[config.mk]
export PLATFORM = sky130hd
export DESIGN_NAME = i2c_master_bit_ctrl_flat
export DESIGN_NICKNAME = d
export VERILOG_FILES = /design/src/rtl/i2c_master_bit_ctrl_if.sv /design/src/rtl/i2c_master_bit_ctrl.sv /design/src/flat_wrapper.sv
export SDC_FILE = /design/constraint.sdc
export NUM_CORES = 1
export LEC_CHECK = 0
export CAP_MARGIN = 20
export CORE_MARGIN = 4
export CORE_UTILIZATION = 35
export DETAILED_ROUTE_END_ITERATION = 16
export GPL_TIMING_DRIVEN = 1
export SLEW_MARGIN = 25
export SYNTH_ARGS = -nofsm -noshare
export SYNTH_HDL_FRONTEND = slang
export SYNTH_SLANG_ARGS = --single-unit
export TNS_END_PERCENT = 20
[constraint.sdc]
create_clock -name clk -period 2.45 [get_ports clk]
set_input_delay 0.6125 -clock clk [delete_from_list [all_inputs] [get_ports clk]]
set_output_delay 0.6125 -clock clk [all_outputs]
set_load 0.01 [all_outputs]
[src/rtl/i2c_master_bit_ctrl_if.sv]
// Bit-level I2C master interface: byte-controller handshake plus the open-drain
// bus pins. Signal suffixes are from the bit controller's point of view.
interface i2c_master_bit_ctrl_if;
   logic [15:0] clk_cnt_i;   // quarter-bit prescale
   logic [3:0]  bit_cmd_i;   // one-hot command
   logic        bit_txd_i;   // bit to send with WRITE
   logic        bit_ack_o;   // command complete pulse
   logic        bit_rxd_o;   // bit sampled in phase C of READ/WRITE
   logic        i2c_al_o;    // arbitration lost pulse
   logic        busy_o;      // command in progress
   logic        scl_i;       // SCL line level (asynchronous)
   logic        sda_i;       // SDA line level (asynchronous)
   logic        scl_oen_o;   // 1 releases SCL, 0 pulls it low
   logic        sda_oen_o;   // 1 releases SDA, 0 pulls it low

   modport slave (
      input  clk_cnt_i, bit_cmd_i, bit_txd_i, scl_i, sda_i,
      output bit_ack_o, bit_rxd_o, i2c_al_o, busy_o, scl_oen_o, sda_oen_o
   );

   modport master (
      output clk_cnt_i, bit_cmd_i, bit_txd_i,
      input  bit_ack_o, bit_rxd_o, i2c_al_o, busy_o, scl_oen_o, sda_oen_o
   );
endinterface

[src/rtl/i2c_master_bit_ctrl.sv]
// I2C master bit controller: turns one-hot START/STOP/WRITE/READ commands into
// four quarter-bit phases on SCL/SDA, with clock stretching and arbitration
// loss detection. Every bus output comes straight from a flop.
module i2c_master_bit_ctrl #(
   parameter int unsigned SYNC_STAGES = 2   // 2 or 3
) (
   input  logic                 clk,
   input  logic                 rst_n,
   i2c_master_bit_ctrl_if.slave bus
);

   typedef enum logic [4:0] {
      ST_IDLE    = 5'd0,
      ST_START_A = 5'd1,  ST_START_B = 5'd2,  ST_START_C = 5'd3,  ST_START_D = 5'd4,
      ST_STOP_A  = 5'd5,  ST_STOP_B  = 5'd6,  ST_STOP_C  = 5'd7,  ST_STOP_D  = 5'd8,
      ST_WR_A    = 5'd9,  ST_WR_B    = 5'd10, ST_WR_C    = 5'd11, ST_WR_D    = 5'd12,
      ST_RD_A    = 5'd13, ST_RD_B    = 5'd14, ST_RD_C    = 5'd15, ST_RD_D    = 5'd16
   } state_t;

   localparam logic [3:0] CMD_START = 4'b0001;
   localparam logic [3:0] CMD_STOP  = 4'b0010;
   localparam logic [3:0] CMD_WRITE = 4'b0100;
   localparam logic [3:0] CMD_READ  = 4'b1000;

   state_t                 state_q, state_d;
   logic [15:0]            cnt_q, cnt_d;
   logic                   txd_q, txd_d;
   logic                   rxd_q, rxd_d;
   logic                   ack_q, ack_d;
   logic                   al_q, al_d;
   logic                   busy_q, busy_d;
   logic                   scl_oen_q, scl_oen_d;
   logic                   sda_oen_q, sda_oen_d;
   logic [SYNC_STAGES-1:0] scl_sync_q, sda_sync_q;
   logic [SYNC_STAGES-1:0] scl_rel_q, sda_rel_q;

   logic scl_s, sda_s;
   logic scl_settled_s, sda_settled_s;
   logic phase_bc_s, freeze_s, tick_s, arb_lost_s, cmd_valid_s, accept_s;

   // First phase of the accepted command.
   function automatic state_t first_state(input logic [3:0] cmd);
      state_t s;
      case (cmd)
         CMD_START: s = ST_START_A;
         CMD_STOP:  s = ST_STOP_A;
         CMD_WRITE: s = ST_WR_A;
         CMD_READ:  s = ST_RD_A;
         default:   s = ST_IDLE;
      endcase
      return s;
   endfunction

   // Phase sequencing: A->B->C->D, D back to IDLE.
   function automatic state_t next_phase(input state_t s);
      state_t n;
      case (s)
         ST_START_A: n = ST_START_B;
         ST_START_B: n = ST_START_C;
         ST_START_C: n = ST_START_D;
         ST_STOP_A:  n = ST_STOP_B;
         ST_STOP_B:  n = ST_STOP_C;
         ST_STOP_C:  n = ST_STOP_D;
         ST_WR_A:    n = ST_WR_B;
         ST_WR_B:    n = ST_WR_C;
         ST_WR_C:    n = ST_WR_D;
         ST_RD_A:    n = ST_RD_B;
         ST_RD_B:    n = ST_RD_C;
         ST_RD_C:    n = ST_RD_D;
         default:    n = ST_IDLE;
      endcase
      return n;
   endfunction

   // Line enables {scl, sda} for a phase; consecutive phases differ in one line only.
   function automatic logic [1:0] line_drive(input state_t s, input logic txd);
      logic [1:0] d;
      case (s)
         ST_START_A, ST_START_B: d = 2'b11;
         ST_START_C:             d = 2'b10;
         ST_START_D:             d = 2'b00;
         ST_STOP_A:              d = 2'b00;
         ST_STOP_B, ST_STOP_C:   d = 2'b10;
         ST_STOP_D:              d = 2'b11;
         ST_WR_A, ST_WR_D:       d = {1'b0, txd};
         ST_WR_B, ST_WR_C:       d = {1'b1, txd};
         ST_RD_A, ST_RD_D:       d = 2'b01;
         ST_RD_B, ST_RD_C:       d = 2'b11;
         default:                d = 2'b11;
      endcase
      return d;
   endfunction

   // Synchronise the bus lines and remember how long each enable has been released.
   always_ff @(posedge clk or negedge rst_n) begin
      if (!rst_n) begin
         scl_sync_q <= {SYNC_STAGES{1'b1}};
         sda_sync_q <= {SYNC_STAGES{1'b1}};
         scl_rel_q  <= {SYNC_STAGES{1'b1}};
         sda_rel_q  <= {SYNC_STAGES{1'b1}};
      end else begin
         scl_sync_q <= {scl_sync_q[SYNC_STAGES-2:0], bus.scl_i};
         sda_sync_q <= {sda_sync_q[SYNC_STAGES-2:0], bus.sda_i};
         scl_rel_q  <= {scl_rel_q[SYNC_STAGES-2:0], scl_oen_q};
         sda_rel_q  <= {sda_rel_q[SYNC_STAGES-2:0], sda_oen_q};
      end
   end

   assign scl_s = scl_sync_q[SYNC_STAGES-1];
   assign sda_s = sda_sync_q[SYNC_STAGES-1];

   // A line read back low only means something once our own release has had
   // time to travel through the synchroniser.
   assign scl_settled_s = scl_oen_q & (&scl_rel_q);
   assign sda_settled_s = sda_oen_q & (&sda_rel_q);

   assign phase_bc_s  = state_q inside {ST_START_B, ST_START_C, ST_STOP_B, ST_STOP_C,
                                        ST_WR_B, ST_WR_C, ST_RD_B, ST_RD_C};
   assign freeze_s    = phase_bc_s & scl_settled_s & ~scl_s;
   assign tick_s      = (state_q != ST_IDLE) && (cnt_q == 16'd0) && !freeze_s;
   assign arb_lost_s  = ((state_q == ST_WR_B) || (state_q == ST_WR_C)) && txd_q &&
                        sda_settled_s && !sda_s;
   assign cmd_valid_s = bus.bit_cmd_i inside {CMD_START, CMD_STOP, CMD_WRITE, CMD_READ};
   assign accept_s    = (state_q == ST_IDLE) && !ack_q && cmd_valid_s;

   // Next-state, prescale counter and next values of all registered outputs.
   always_comb begin
      state_d   = state_q;
      cnt_d     = cnt_q;
      txd_d     = txd_q;
      rxd_d     = rxd_q;
      ack_d     = 1'b0;
      al_d      = 1'b0;
      scl_oen_d = scl_oen_q;
      sda_oen_d = sda_oen_q;

      if (state_q == ST_IDLE) begin
         if (accept_s) begin
            state_d = first_state(bus.bit_cmd_i);
            cnt_d   = bus.clk_cnt_i;
            txd_d   = bus.bit_txd_i;
         end else begin
            cnt_d = 16'd0;
         end
      end else if (arb_lost_s) begin
         state_d = ST_IDLE;
         cnt_d   = 16'd0;
         al_d    = 1'b1;
      end else if (tick_s) begin
         state_d = next_phase(state_q);
         cnt_d   = bus.clk_cnt_i;
         if ((state_q == ST_WR_C) || (state_q == ST_RD_C)) begin
            rxd_d = sda_s;
         end else begin
            rxd_d = rxd_q;
         end
         if (state_q inside {ST_START_D, ST_STOP_D, ST_WR_D, ST_RD_D}) begin
            ack_d = 1'b1;
            cnt_d = 16'd0;
         end else begin
            ack_d = 1'b0;
         end
      end else if (freeze_s) begin
         cnt_d = cnt_q;
      end else begin
         cnt_d = cnt_q - 16'd1;
      end

      // Lines follow the phase being entered; IDLE keeps the last levels.
      if (al_d) begin
         scl_oen_d = 1'b1;
         sda_oen_d = 1'b1;
      end else if (state_d != ST_IDLE) begin
         {scl_oen_d, sda_oen_d} = line_drive(state_d, txd_d);
      end else begin
         scl_oen_d = scl_oen_q;
         sda_oen_d = sda_oen_q;
      end

      busy_d = (state_d != ST_IDLE);
   end

   // State and output registers; reset releases the lines without waiting for clk.
   always_ff @(posedge clk or negedge rst_n) begin
      if (!rst_n) begin
         state_q   <= ST_IDLE;
         cnt_q     <= 16'd0;
         txd_q     <= 1'b0;
         rxd_q     <= 1'b0;
         ack_q     <= 1'b0;
         al_q      <= 1'b0;
         busy_q    <= 1'b0;
         scl_oen_q <= 1'b1;
         sda_oen_q <= 1'b1;
      end else begin
         state_q   <= state_d;
         cnt_q     <= cnt_d;
         txd_q     <= txd_d;
         rxd_q     <= rxd_d;
         ack_q     <= ack_d;
         al_q      <= al_d;
         busy_q    <= busy_d;
         scl_oen_q <= scl_oen_d;
         sda_oen_q <= sda_oen_d;
      end
   end

   assign bus.bit_ack_o = ack_q;
   assign bus.bit_rxd_o = rxd_q;
   assign bus.i2c_al_o  = al_q;
   assign bus.busy_o    = busy_q;
   assign bus.scl_oen_o = scl_oen_q;
   assign bus.sda_oen_o = sda_oen_q;

endmodule

[src/flat_wrapper.sv]
// flat-port wrapper written by rule: the top's interface ports become plain ports
module i2c_master_bit_ctrl_flat 
#(
   parameter int unsigned SYNC_STAGES = 2            
)
  (clk, rst_n, bus_clk_cnt_i, bus_bit_cmd_i, bus_bit_txd_i, bus_scl_i, bus_sda_i, bus_bit_ack_o, bus_bit_rxd_o, bus_i2c_al_o, bus_busy_o, bus_scl_oen_o, bus_sda_oen_o);
  i2c_master_bit_ctrl_if bus_i ();
  input  logic clk;
  input  logic rst_n;
  input wire logic [$bits(bus_i.clk_cnt_i)-1:0] bus_clk_cnt_i;
  input wire logic [$bits(bus_i.bit_cmd_i)-1:0] bus_bit_cmd_i;
  input wire logic [$bits(bus_i.bit_txd_i)-1:0] bus_bit_txd_i;
  input wire logic [$bits(bus_i.scl_i)-1:0] bus_scl_i;
  input wire logic [$bits(bus_i.sda_i)-1:0] bus_sda_i;
  output wire logic [$bits(bus_i.bit_ack_o)-1:0] bus_bit_ack_o;
  output wire logic [$bits(bus_i.bit_rxd_o)-1:0] bus_bit_rxd_o;
  output wire logic [$bits(bus_i.i2c_al_o)-1:0] bus_i2c_al_o;
  output wire logic [$bits(bus_i.busy_o)-1:0] bus_busy_o;
  output wire logic [$bits(bus_i.scl_oen_o)-1:0] bus_scl_oen_o;
  output wire logic [$bits(bus_i.sda_oen_o)-1:0] bus_sda_oen_o;
  assign bus_i.clk_cnt_i = bus_clk_cnt_i;
  assign bus_i.bit_cmd_i = bus_bit_cmd_i;
  assign bus_i.bit_txd_i = bus_bit_txd_i;
  assign bus_i.scl_i = bus_scl_i;
  assign bus_i.sda_i = bus_sda_i;
  assign bus_bit_ack_o = bus_i.bit_ack_o;
  assign bus_bit_rxd_o = bus_i.bit_rxd_o;
  assign bus_i2c_al_o = bus_i.i2c_al_o;
  assign bus_busy_o = bus_i.busy_o;
  assign bus_scl_oen_o = bus_i.scl_oen_o;
  assign bus_sda_oen_o = bus_i.sda_oen_o;
  i2c_master_bit_ctrl #(.SYNC_STAGES(SYNC_STAGES)) u_core (.clk(clk), .rst_n(rst_n), .bus(bus_i));
endmodule
==> results of run 1 <==
-- what timing repair did --
action | 4_1_cts | 5_1_grt
pin swaps | 7 | 9
resized for setup | 12 | 13
setup buffers | 8 | 2
setup endpoints to repair | 13 | 16
-- routing by layer --
| metal | routed length (um) | vias up | global-route usage | share of wire |
|---|---|---|---|---|
| met4 | 129 | 0 | 0.0656 | 0.020 |
| met2 | 3050 | 67 | 0.305 | 0.47 |
| li1 | - | 1052 | - | - |
| met3 | 414 | 11 | 0.0312 | 0.063 |
| met5 | 0 | - | 0 | 0 |
| met1 | 2930 | 1054 | 0.242 | 0.45 |
-- Yosys cell counts, types with 5 or more instances --
cell,instances,area share
nor3_1,10,0.023
a21oi_1,13,0.029
dfrtp_1,26,0.29
xnor2_1,7,0.028
nor2_1,33,0.056
ha_1,6,0.034
a31oi_1,5,0.014
dfstp_2,10,0.12
nand2_1,15,0.026
inv_1,9,0.015
o21ai_0,22,0.050
a22oi_1,7,0.024
-- area by class of cell --
class,count,area share
Clock buffer,6,0.0259
Clock inverter,2,0.00314
Multi-Input combinational cell,184,0.410
Tap cell,75,0.0295
Inverter,9,0.0106
Sequential cell,36,0.287
Timing Repair Buffer,88,0.234
-- power breakdown --
group,total [W],switching [W],internal (W)
clock,0.000455,0.000230,0.000225
sequential,0.000734,0.0000663,0.000667
combinational,0.000461,0.000233,0.000227
-- metrics by stage --
step / area [um2] / setup WS (ns)
after floorplan: 2210 / -0.0929
after global placement: 2930 / -0.457
after detailed placement: 2930 / -0.530
after CTS: 3130 / -0.0574
after global routing: 3180 / -0.149
final: 3180 / -0.0618
-- cells in the final DEF (no fill, tap or decap), types with 3 or more instances in the layout --
master,count
buf_4,55
nor2_1,32
dfrtp_1,26
clkdlybuf4s50_1,25
o21ai_0,19
nand2_1,14
a21oi_1,13
dfstp_2,10
nor3_1,9
inv_1,7
xnor2_1,7
a22oi_1,6
clkbuf_8,6
a31oi_1,5
ha_1,5
nand3_1,4
a32oi_1,4
dlygate4sd2_1,4
xor2_1,3
o31a_1,3
nand2b_1,3
nor4_4,3
or3_1,3
o211ai_1,3
o21ai_1,3
-- flip-flops by register name, indices dropped and copies added (netlist names) --
signal,count
u_core.scl_sync_q,2
u_core.cnt_q,16
u_core.bus.i2c_al_o,1
u_core.bus.sda_oen_o,1
u_core.bus.busy_o,1
u_core.sda_rel_q,2
u_core.txd_q,1
u_core.bus.bit_rxd_o,1
u_core.bus.bit_ack_o,1
u_core.state_q,5
u_core.bus.scl_oen_o,1
u_core.scl_rel_q,2
u_core.sda_sync_q,2
-- how the worst max path moves through the flow --
stage | start | endpoint | slack [ns]
5_1_grt | u_core.state_q[0]$_DFF_PN0_ | u_core.bus.sda_oen_o$_DFFE_PN1P_ | -0.15
2_1_floorplan | u_core.state_q[1]$_DFF_PN0_ | u_core.bus.sda_oen_o$_DFFE_PN1P_ | -0.09
4_1_cts | u_core.state_q[1]$_DFF_PN0_ | u_core.bus.sda_oen_o$_DFFE_PN1P_ | -0.06
3_5_place_dp | bus_bit_cmd_i[3] | u_core.bus.sda_oen_o$_DFFE_PN1P_ | -0.53
3_3_place_gp | bus_bit_cmd_i[3] | u_core.bus.sda_oen_o$_DFFE_PN1P_ | -0.46
6_report | u_core.state_q[0]$_DFF_PN0_ | u_core.bus.sda_oen_o$_DFFE_PN1P_ | -0.06
-- worst max-delay path, stage by stage (launching register included) --
cell and delay (ns):
dfrtp_1 0.39, inv_2 0.09, ha_4 0.15, or4b_4 0.46, or3_4 0.39, mux2_4 0.31, or4b_1 0.46, mux2i_1 0.13
a21oi_1 0.06
-- cells by family after synthesis --
kind of cell | after synthesis
flops | 36
mux | 4
simple gates | 93
buf+inv | 16
compound gates | 71
xor+xnor | 10
fa+ha+maj | 6
==> metrics, run 1 <==
status=complete, but fails checks; failing checks=setup timing; Min Hold Slack=0.357 ns; pwr dens=518 mW/mm2; Worst Path Required=2.67 ns; dpl hpwl=4710 um; routed wire length=6520 um; CTS tree=done; aggregate global-route resource usage=0.185; worst r2r path cells=8; antenna cells=0; Hold EP=u_core.sda_sync_q[1]$_DFF_PN1_; Antenna Nets Post-Route=0; Clock Path Buffers=2; Core Footprint=0.00603 mm2; die area=0.00764 mm2; number of distinct library cells after synthesis=50; Worst-Margin Slew=0.833 ns; Num CTS Buffers=5; VDD IR-drop max=0.350 mV; Syn Area/Cell=9.35 um2; Post-synth EDFFs=0; r2r setup slk=-0.06 ns; first-pass GRT wire length=11000 um; # fillers=573; synthesis-to-layout area growth=44.4%; port bufs=30; hold crit path type=reg -> reg; Final Cycle Share=1.03; RSZ-0062 raised after global routing=true; initial DRC count=119; post-DR vias/cell=5.46; DRT Pass-1 Iters=4; total grt overflow=0; post-layout util=0.528; die height=87.4 um; Routability Congestion=0.851; IO Pins=31; sequential element share of the synthesized area=0.414; crit-path max FO=3; H-Tree Level Count=2; row count=28; main combinational cell family by area after synthesis=simple AND/OR/NAND/NOR gates; final std cells w/o fill=400; Vias=2184; PnR worst setup slack=-0.0618 ns; adder-cell share of the synthesized area=0.0340; FMAX=398 MHz; YS warnings=0; Wirelength per Cell=16.3 um; CTS sink cnt=36; share of cells above drive strength 1=0.314; largest net degree at the start of global routing=37; synthesized cell area=0.00221 mm2; Storage cell area=913 um2; hold depth=0; CTS Hold Bufs=0; Final Max Slew Viols=0; DRC violations left=0; Lkg Pwr=1.32 nW; max-cap viol count=0; total placed cells including tap cells=382; cell count after synthesis=236; crit start category=register; Final Critical Period=2.51 ns; die width=87.4 um; Slew headroom=0.445; asr flop ratio synth=1.00; post-synthesis compound-gate area fraction=0.217; R2R Path End=u_core.bus.sda_oen_o$_DFFE_PN1P_; Root Buffer=clkbuf_8; Synth Area in XOR/XNOR=0.0397; HP Start=u_core.sda_sync_q[0]$_DFF_PN1_; Setup crit end kind=register; reg2reg start=u_core.state_q[0]$_DFF_PN0_; CP Class=reg -> reg; dominant synthesized flop cell=dfrtp_1; post-synthesis simple-gate area fraction=0.243; Clock Latency Late Sink=0.30 ns; Final Power=0.00165 W; fin nets=355; mux share of post-synthesis cell area=0.0210; Setup Skew=0.00847 ns; critical path data arrival time=2.73 ns; initial antenna violation count=0; Final setup viols=1; area of the multi-input gates=0.00131 mm2; post-route setup TNS=-0.0618 ns; CTS clk-pin slew, worst paths=0.08 ns; vias in the first global route=2218; syn_nets=267; initial core utilization=0.366; Hold Vio Cnt, Final=0; register bit total from synthesis=36
No activity file was read; power rests on OpenSTA's default activity.
==> inputs of run 2 (changes only) <==
--- a/config.mk
+++ b/config.mk
@@ -10,6 +10,7 @@
 export CORE_UTILIZATION = 35
 export DETAILED_ROUTE_END_ITERATION = 16
 export GPL_TIMING_DRIVEN = 1
+export SKIP_CTS_REPAIR_TIMING = 1
 export SLEW_MARGIN = 25
 export SYNTH_ARGS = -nofsm -noshare
 export SYNTH_HDL_FRONTEND = slang
==> run 2 against run 1 <==
  * The run still ends with setup timing left
  * Via count decreased by 2.2%
  * First-iteration DRC count shrank 24%
  * Die area stayed put
  * Routed wire length down 1.9%
  * Non-clock buffer count is 6 lower
  * Largest cell class unchanged
  * Largest power group unchanged
==> metrics, run 2 (synthesized netlist as in run 1, its figures left out) <==
Lkg Pwr=1.33 nW (was 1.32 nW); WP buf/inv=1 (unchanged); highest cell delay on the worst timing path=0.51 ns (was 0.46 ns); Final setup viols=1 (unchanged); PnR worst setup slack=-0.0757 ns (was -0.0618 ns); DRC violations left=0 (unchanged); CP Class=reg -> reg (unchanged); largest net degree at the start of global routing=37 (unchanged); hold crit path type=reg -> reg (unchanged); final std cells w/o fill=394 (was 400); fin nets=349 (was 355); Worst Path Required=2.67 ns (about the same); RSZ-0062 raised after global routing=true (unchanged); H-Tree Level Count=2 (unchanged); vias in the first global route=2130 (was 2218); Final Critical Period=2.53 ns (was 2.51 ns); worst slack, placed=-0.530 ns (unchanged); Vias=2135 (was 2184); max-cap viol count=0 (unchanged); met1 Use GR=0.244 (was 0.242); DRT Pass-1 Iters=4 (unchanged); Final Max Slew Viols=0 (unchanged); crit start category=register (unchanged); Setup crit end kind=register (unchanged); pwr dens=520 mW/mm2 (was 518 mW/mm2); crit-path max FO=3 (unchanged); initial antenna violation count=0 (unchanged); failing checks=setup timing (unchanged); Most flops, register=u_core.cnt_q (unchanged); share of cells above drive strength 1=0.310 (was 0.314); VDD IR-drop max=0.354 mV (was 0.350 mV); Num CTS Buffers=5 (unchanged); CTS sink cnt=36 (unchanged); antenna cells=0 (unchanged); Min Hold Slack=0.356 ns (was 0.357 ns); Root Buffer=clkbuf_8 (unchanged); port bufs=30 (unchanged); initial core utilization=0.366 (unchanged); Crit path max-delay family=simple AND/OR/NAND/NOR gates (unchanged); Wirelength per Cell=16.2 um (was 16.3 um); max reg flops=16 (unchanged); synthesis-to-layout area growth=44.0% (was 44.4%); post-route setup TNS=-0.0757 ns (was -0.0618 ns); die area=0.00764 mm2 (unchanged); initial DRC count=91 (was 119); commonest non-fill, non-tap cell in the layout=buf_4 (unchanged); Routability Congestion=0.851 (unchanged); Clock Latency Late Sink=0.30 ns (about the same); routing usage on met2=0.284 (was 0.305); aggregate global-route resource usage=0.179 (was 0.185); Core Footprint=0.00603 mm2 (unchanged); Hold Vio Cnt, Final=0 (unchanged); critical path data arrival time=2.75 ns (was 2.73 ns); Storage cell area=913 um2 (unchanged); row count=28 (unchanged); FMAX=396 MHz (was 398 MHz); Largest regs=u_core.cnt_q: 16 flops, u_core.state_q: 5 flops (unchanged); met3 Use GR=0.0312 (unchanged); die width=87.4 um (unchanged); post-layout util=0.527 (was 0.528); CTS clk-pin slew, worst paths=0.08 ns (about the same); CTS tree=done (unchanged); # fillers=572 (was 573); total placed cells including tap cells=382 (unchanged); routed wire length=6400 um (was 6520 um); first-pass GRT wire length=10700 um (was 11000 um); dpl hpwl=4710 um (unchanged); total grt overflow=0 (unchanged); Clock Path Buffers=2 (unchanged); Antenna Nets Post-Route=0 (unchanged); post-DR vias/cell=5.42 (was 5.46); CP max-delay cell=or4b_1 (was or4b_4); area of the multi-input gates=0.00133 mm2 (was 0.00131 mm2); critical path, cell by cell=inv_2 -> ha_4 -> or4b_4 -> or3_4 -> mux2_4 -> or4b_1 -> mux2i_1 -> a21oi_1 (unchanged); Worst-Margin Slew=0.831 ns (was 0.833 ns); IO Pins=31 (unchanged); Setup Skew=0.00920 ns (was 0.00847 ns); Final Cycle Share=1.03 (about the same); global route hottest layer=met2 (unchanged); status=complete, but fails checks (unchanged); die height=87.4 um (unchanged); Slew headroom=0.446 (was 0.445); commonest cells after routing, fill and taps aside=buf_4, nor2_1, dfrtp_1, clkdlybuf4s50_1, o21ai_0 (unchanged)
## run 2: path summary, 6_finish.rpt
check                                               start                                to  slack [ns]  depth (start not counted)
max reg2reg                   u_core.state_q[0]$_DFF_PN0_  u_core.bus.sda_oen_o$_DFFE_PN1P_       -0.08                          8
max in group asynchronous                           rst_n       u_core.cnt_q[9]$_DFFE_PN0P_        1.51                          1
max                           u_core.state_q[0]$_DFF_PN0_  u_core.bus.sda_oen_o$_DFFE_PN1P_       -0.08                          8
min                        u_core.sda_sync_q[0]$_DFF_PN1_    u_core.sda_sync_q[1]$_DFF_PN1_        0.36                          0
min reg2reg                u_core.sda_sync_q[0]$_DFF_PN1_    u_core.sda_sync_q[1]$_DFF_PN1_        0.36                          0
min in group asynchronous                           rst_n  u_core.bus.bit_rxd_o$_DFFE_PN0P_        0.41                          1
## run 2: area by class of cell
cell class	count	area share
Clock buffer	6	0.0260
Clock inverter	2	0.00315
Inverter	9	0.0106
Multi-Input combinational cell	184	0.419
Sequential cell	36	0.288
Tap cell	75	0.0296
Timing Repair Buffer	82	0.224
## run 2: power by group
part           switching (W)  internal (W)
registers          0.0000660      0.000667
clock network       0.000232      0.000225
logic               0.000232      0.000229
## run 2: metrics by stage
| step | power (W) | area (um2) |
|---|---|---|
| floorplan | 0.000986 | 2210 |
| global placement | 0.00116 | 2930 |
| detailed placement | 0.00117 | 2930 |
| CTS | 0.00163 | 3030 |
| global route | 0.00177 | 3180 |
| finish | 0.00165 | 3180 |
## run 2: layer usage
metal / up-vias / part of all wire
li1: 1034 / -
met1: 1029 / 0.45
met2: 63 / 0.47
met3: 9 / 0.065
met4: 0 / 0.016
met5: - / 0
==> inputs of run 3 (changes only) <==
--- a/config.mk
+++ b/config.mk
@@ -10,8 +10,9 @@
 export CORE_UTILIZATION = 35
 export DETAILED_ROUTE_END_ITERATION = 16
 export GPL_TIMING_DRIVEN = 1
+export MAX_ROUTING_LAYER = met4
 export SKIP_CTS_REPAIR_TIMING = 1
-export SLEW_MARGIN = 25
+export SLEW_MARGIN = 20
 export SYNTH_ARGS = -nofsm -noshare
 export SYNTH_HDL_FRONTEND = slang
 export SYNTH_SLANG_ARGS = --single-unit
==> run 3 against run 2 <==
  * The run still ends with setup timing left
  * Die area is the same
  * Combinational power is essentially flat
  * Design area is the same
  * Cell count is the same
  * Count of clock-buffer cells in the layout is the same
  * Setup slack lost 0.0048 ns
  * Highest routed layer unchanged
  * Sequential power is essentially flat
  * Register-to-register slack is essentially flat
  * Global-route usage grew 0.52 points
  * Routed wire length is essentially flat
  * Clock skew is essentially flat
==> metrics, run 3 (synthesized netlist as in run 1, its figures left out) <==
CP Depth=8 (unchanged); critical path, cell by cell=inv_2 -> ha_4 -> or4b_4 -> or3_4 -> mux2_4 -> or4b_1 -> mux2i_1 -> a21oi_1 (unchanged); Largest regs=u_core.cnt_q: 16 flops, u_core.state_q: 5 flops (unchanged); CTS tree=done (unchanged); FMAX=395 MHz (was 396 MHz); IO Pins=31 (unchanged); failing checks=setup timing (unchanged); Clk pwr share=0.275 (was 0.277); Core Footprint=0.00603 mm2 (unchanged); max reg flops=16 (unchanged); initial antenna violation count=0 (unchanged); Sw Share=0.319 (was 0.321); Comb pwr share=0.279 (about the same); Crit path max-delay family=simple AND/OR/NAND/NOR gates (unchanged); CP Launch Point=u_core.state_q[0]$_DFF_PN0_ (unchanged); die area=0.00764 mm2 (unchanged); CP Class=reg -> reg (unchanged); Clock Latency Late Sink=0.30 ns (about the same); commonest cells after routing, fill and taps aside=buf_4, nor2_1, dfrtp_1, clkdlybuf4s50_1, o21ai_0 (unchanged); Flop pwr share=0.445 (was 0.444); Worst Path Required=2.67 ns (about the same); antenna cells=0 (unchanged); VDD IR-drop max=0.354 mV (about the same); Final Cycle Share=1.03 (about the same); vias in the first global route=2135 (was 2130); pwr dens=518 mW/mm2 (was 520 mW/mm2); HP Start=u_core.sda_sync_q[0]$_DFF_PN1_ (unchanged); # fillers=572 (unchanged); max-cap viol count=0 (unchanged); Worst-Margin Slew=0.824 ns (was 0.831 ns); routed wire length=6390 um (was 6400 um); Setup Skew=0.00919 ns (was 0.00920 ns); first-pass GRT wire length=10700 um (about the same); worst slack, placed=-0.530 ns (unchanged); Clock Path Buffers=2 (unchanged); aggregate global-route resource usage=0.184 (was 0.179); status=complete, but fails checks (unchanged); hold depth=0 (unchanged); highest cell delay on the worst timing path=0.51 ns (about the same); critical path data arrival time=2.75 ns (about the same); Final Max Slew Viols=0 (unchanged); WP buf/inv=1 (unchanged); Vias=2139 (was 2135); Wirelength per Cell=16.2 um (about the same); Final Critical Period=2.53 ns (about the same); share of cells above drive strength 1=0.310 (unchanged); Hold Vio Cnt, Final=0 (unchanged); Lkg Pwr=1.33 nW (unchanged); post-DR vias/cell=5.43 (was 5.42); worst r2r path cells=8 (unchanged); Net Sw Power=0.000526 W (was 0.000530 W); RSZ-0062 raised after global routing=true (unchanged); Setup crit end kind=register (unchanged); total grt overflow=0 (unchanged); Final setup viols=1 (unchanged); dpl hpwl=4710 um (unchanged); synthesis-to-layout area growth=44.0% (unchanged); die width=87.4 um (unchanged); P_int=0.00112 W (about the same); commonest non-fill, non-tap cell in the layout=buf_4 (unchanged); DRC violations left=0 (unchanged); crit-path max FO=3 (unchanged); Min Hold Slack=0.356 ns (about the same); Num CTS Buffers=5 (unchanged); reg2reg start=u_core.state_q[0]$_DFF_PN0_ (unchanged); CP max-delay cell=or4b_1 (unchanged); CTS clk-pin slew, worst paths=0.08 ns (about the same); Slew headroom=0.451 (was 0.446); initial DRC count=116 (was 91); hold crit path type=reg -> reg (unchanged); H-Tree Level Count=2 (unchanged); largest net degree at the start of global routing=37 (unchanged); crit start category=register (unchanged); die height=87.4 um (unchanged); initial core utilization=0.366 (unchanged); DRT Pass-1 Iters=4 (unchanged); row count=28 (unchanged); Root Buffer=clkbuf_8 (unchanged); post-layout util=0.527 (unchanged); Antenna Nets Post-Route=0 (unchanged); PnR worst setup slack=-0.0805 ns (was -0.0757 ns); Routability Congestion=0.864 (was 0.851); fin nets=349 (unchanged); CTS sink cnt=36 (unchanged); port bufs=30 (unchanged); Most flops, register=u_core.cnt_q (unchanged)
-- run 3: cell counts in the layout (fill, tap and decap cells not counted) --
Identical to the previous run, type by type.
-- run 3: layout make-up --
type                            instances  area (um2)  share of cell area
Sequential cell                        36         913               0.288
Clock buffer                            6        82.6              0.0260
Tap cell                               75        93.8              0.0296
Clock inverter                          2        10.0             0.00315
Timing Repair Buffer                   82         712               0.224
Multi-Input combinational cell        184        1330               0.419
Inverter                                9        33.8              0.0106
-- run 3: final timing paths --
check	endpoint	slack [ns]
worst min register to register	u_core.sda_sync_q[1]$_DFF_PN1_	0.36
max in group asynchronous	u_core.cnt_q[9]$_DFFE_PN0P_	1.52
worst min-delay path	u_core.sda_sync_q[1]$_DFF_PN1_	0.36
worst max-delay path	u_core.bus.sda_oen_o$_DFFE_PN1P_	-0.08
min in group asynchronous	u_core.txd_q$_DFF_PN0_	0.41
worst max register to register	u_core.bus.sda_oen_o$_DFFE_PN1P_	-0.08
-- run 3: power groups by stage --
stage / logic [W] / registers, W / clock network, W
2_1_floorplan: 0.000250 / 0.000736 / 0
3_3_place_gp: 0.000417 / 0.000743 / 0
4_1_cts: 0.000427 / 0.000734 / 0.000473
3_5_place_dp: 0.000426 / 0.000745 / 0
5_1_grt: 0.000522 / 0.000746 / 0.000499
6_report: 0.000460 / 0.000733 / 0.000453
-- run 3: through the flow --
stage               instance area [um2]  TNS (ns)  total power [W]  instances
floorplan                          2210    -0.107         0.000986        236
global placement                   2930     -1.40          0.00116        382
detailed placement                 2930     -2.14          0.00117        382
CTS                                3030     -1.15          0.00163        390
global route                       3180    -0.593          0.00177        394
finish                             3180   -0.0805          0.00165        394
-- run 3: worst register-to-register path, cell delays in order (launching register included) --
cell and delay, ns:
dfrtp_1 0.39, inv_2 0.09, ha_4 0.15, or4b_4 0.46, or3_4 0.35, mux2_4 0.32, or4b_1 0.51, mux2i_1 0.13
a21oi_1 0.06
-- run 3: routing by layer --
metal / share of wire / vias to the layer above / global-route usage
met5: 0 / - / -
met3: 0.052 / 9 / 0.0293
met2: 0.47 / 47 / 0.284
met4: 0.015 / 0 / 0.0628
li1: - / 1035 / -
met1: 0.46 / 1048 / 0.246
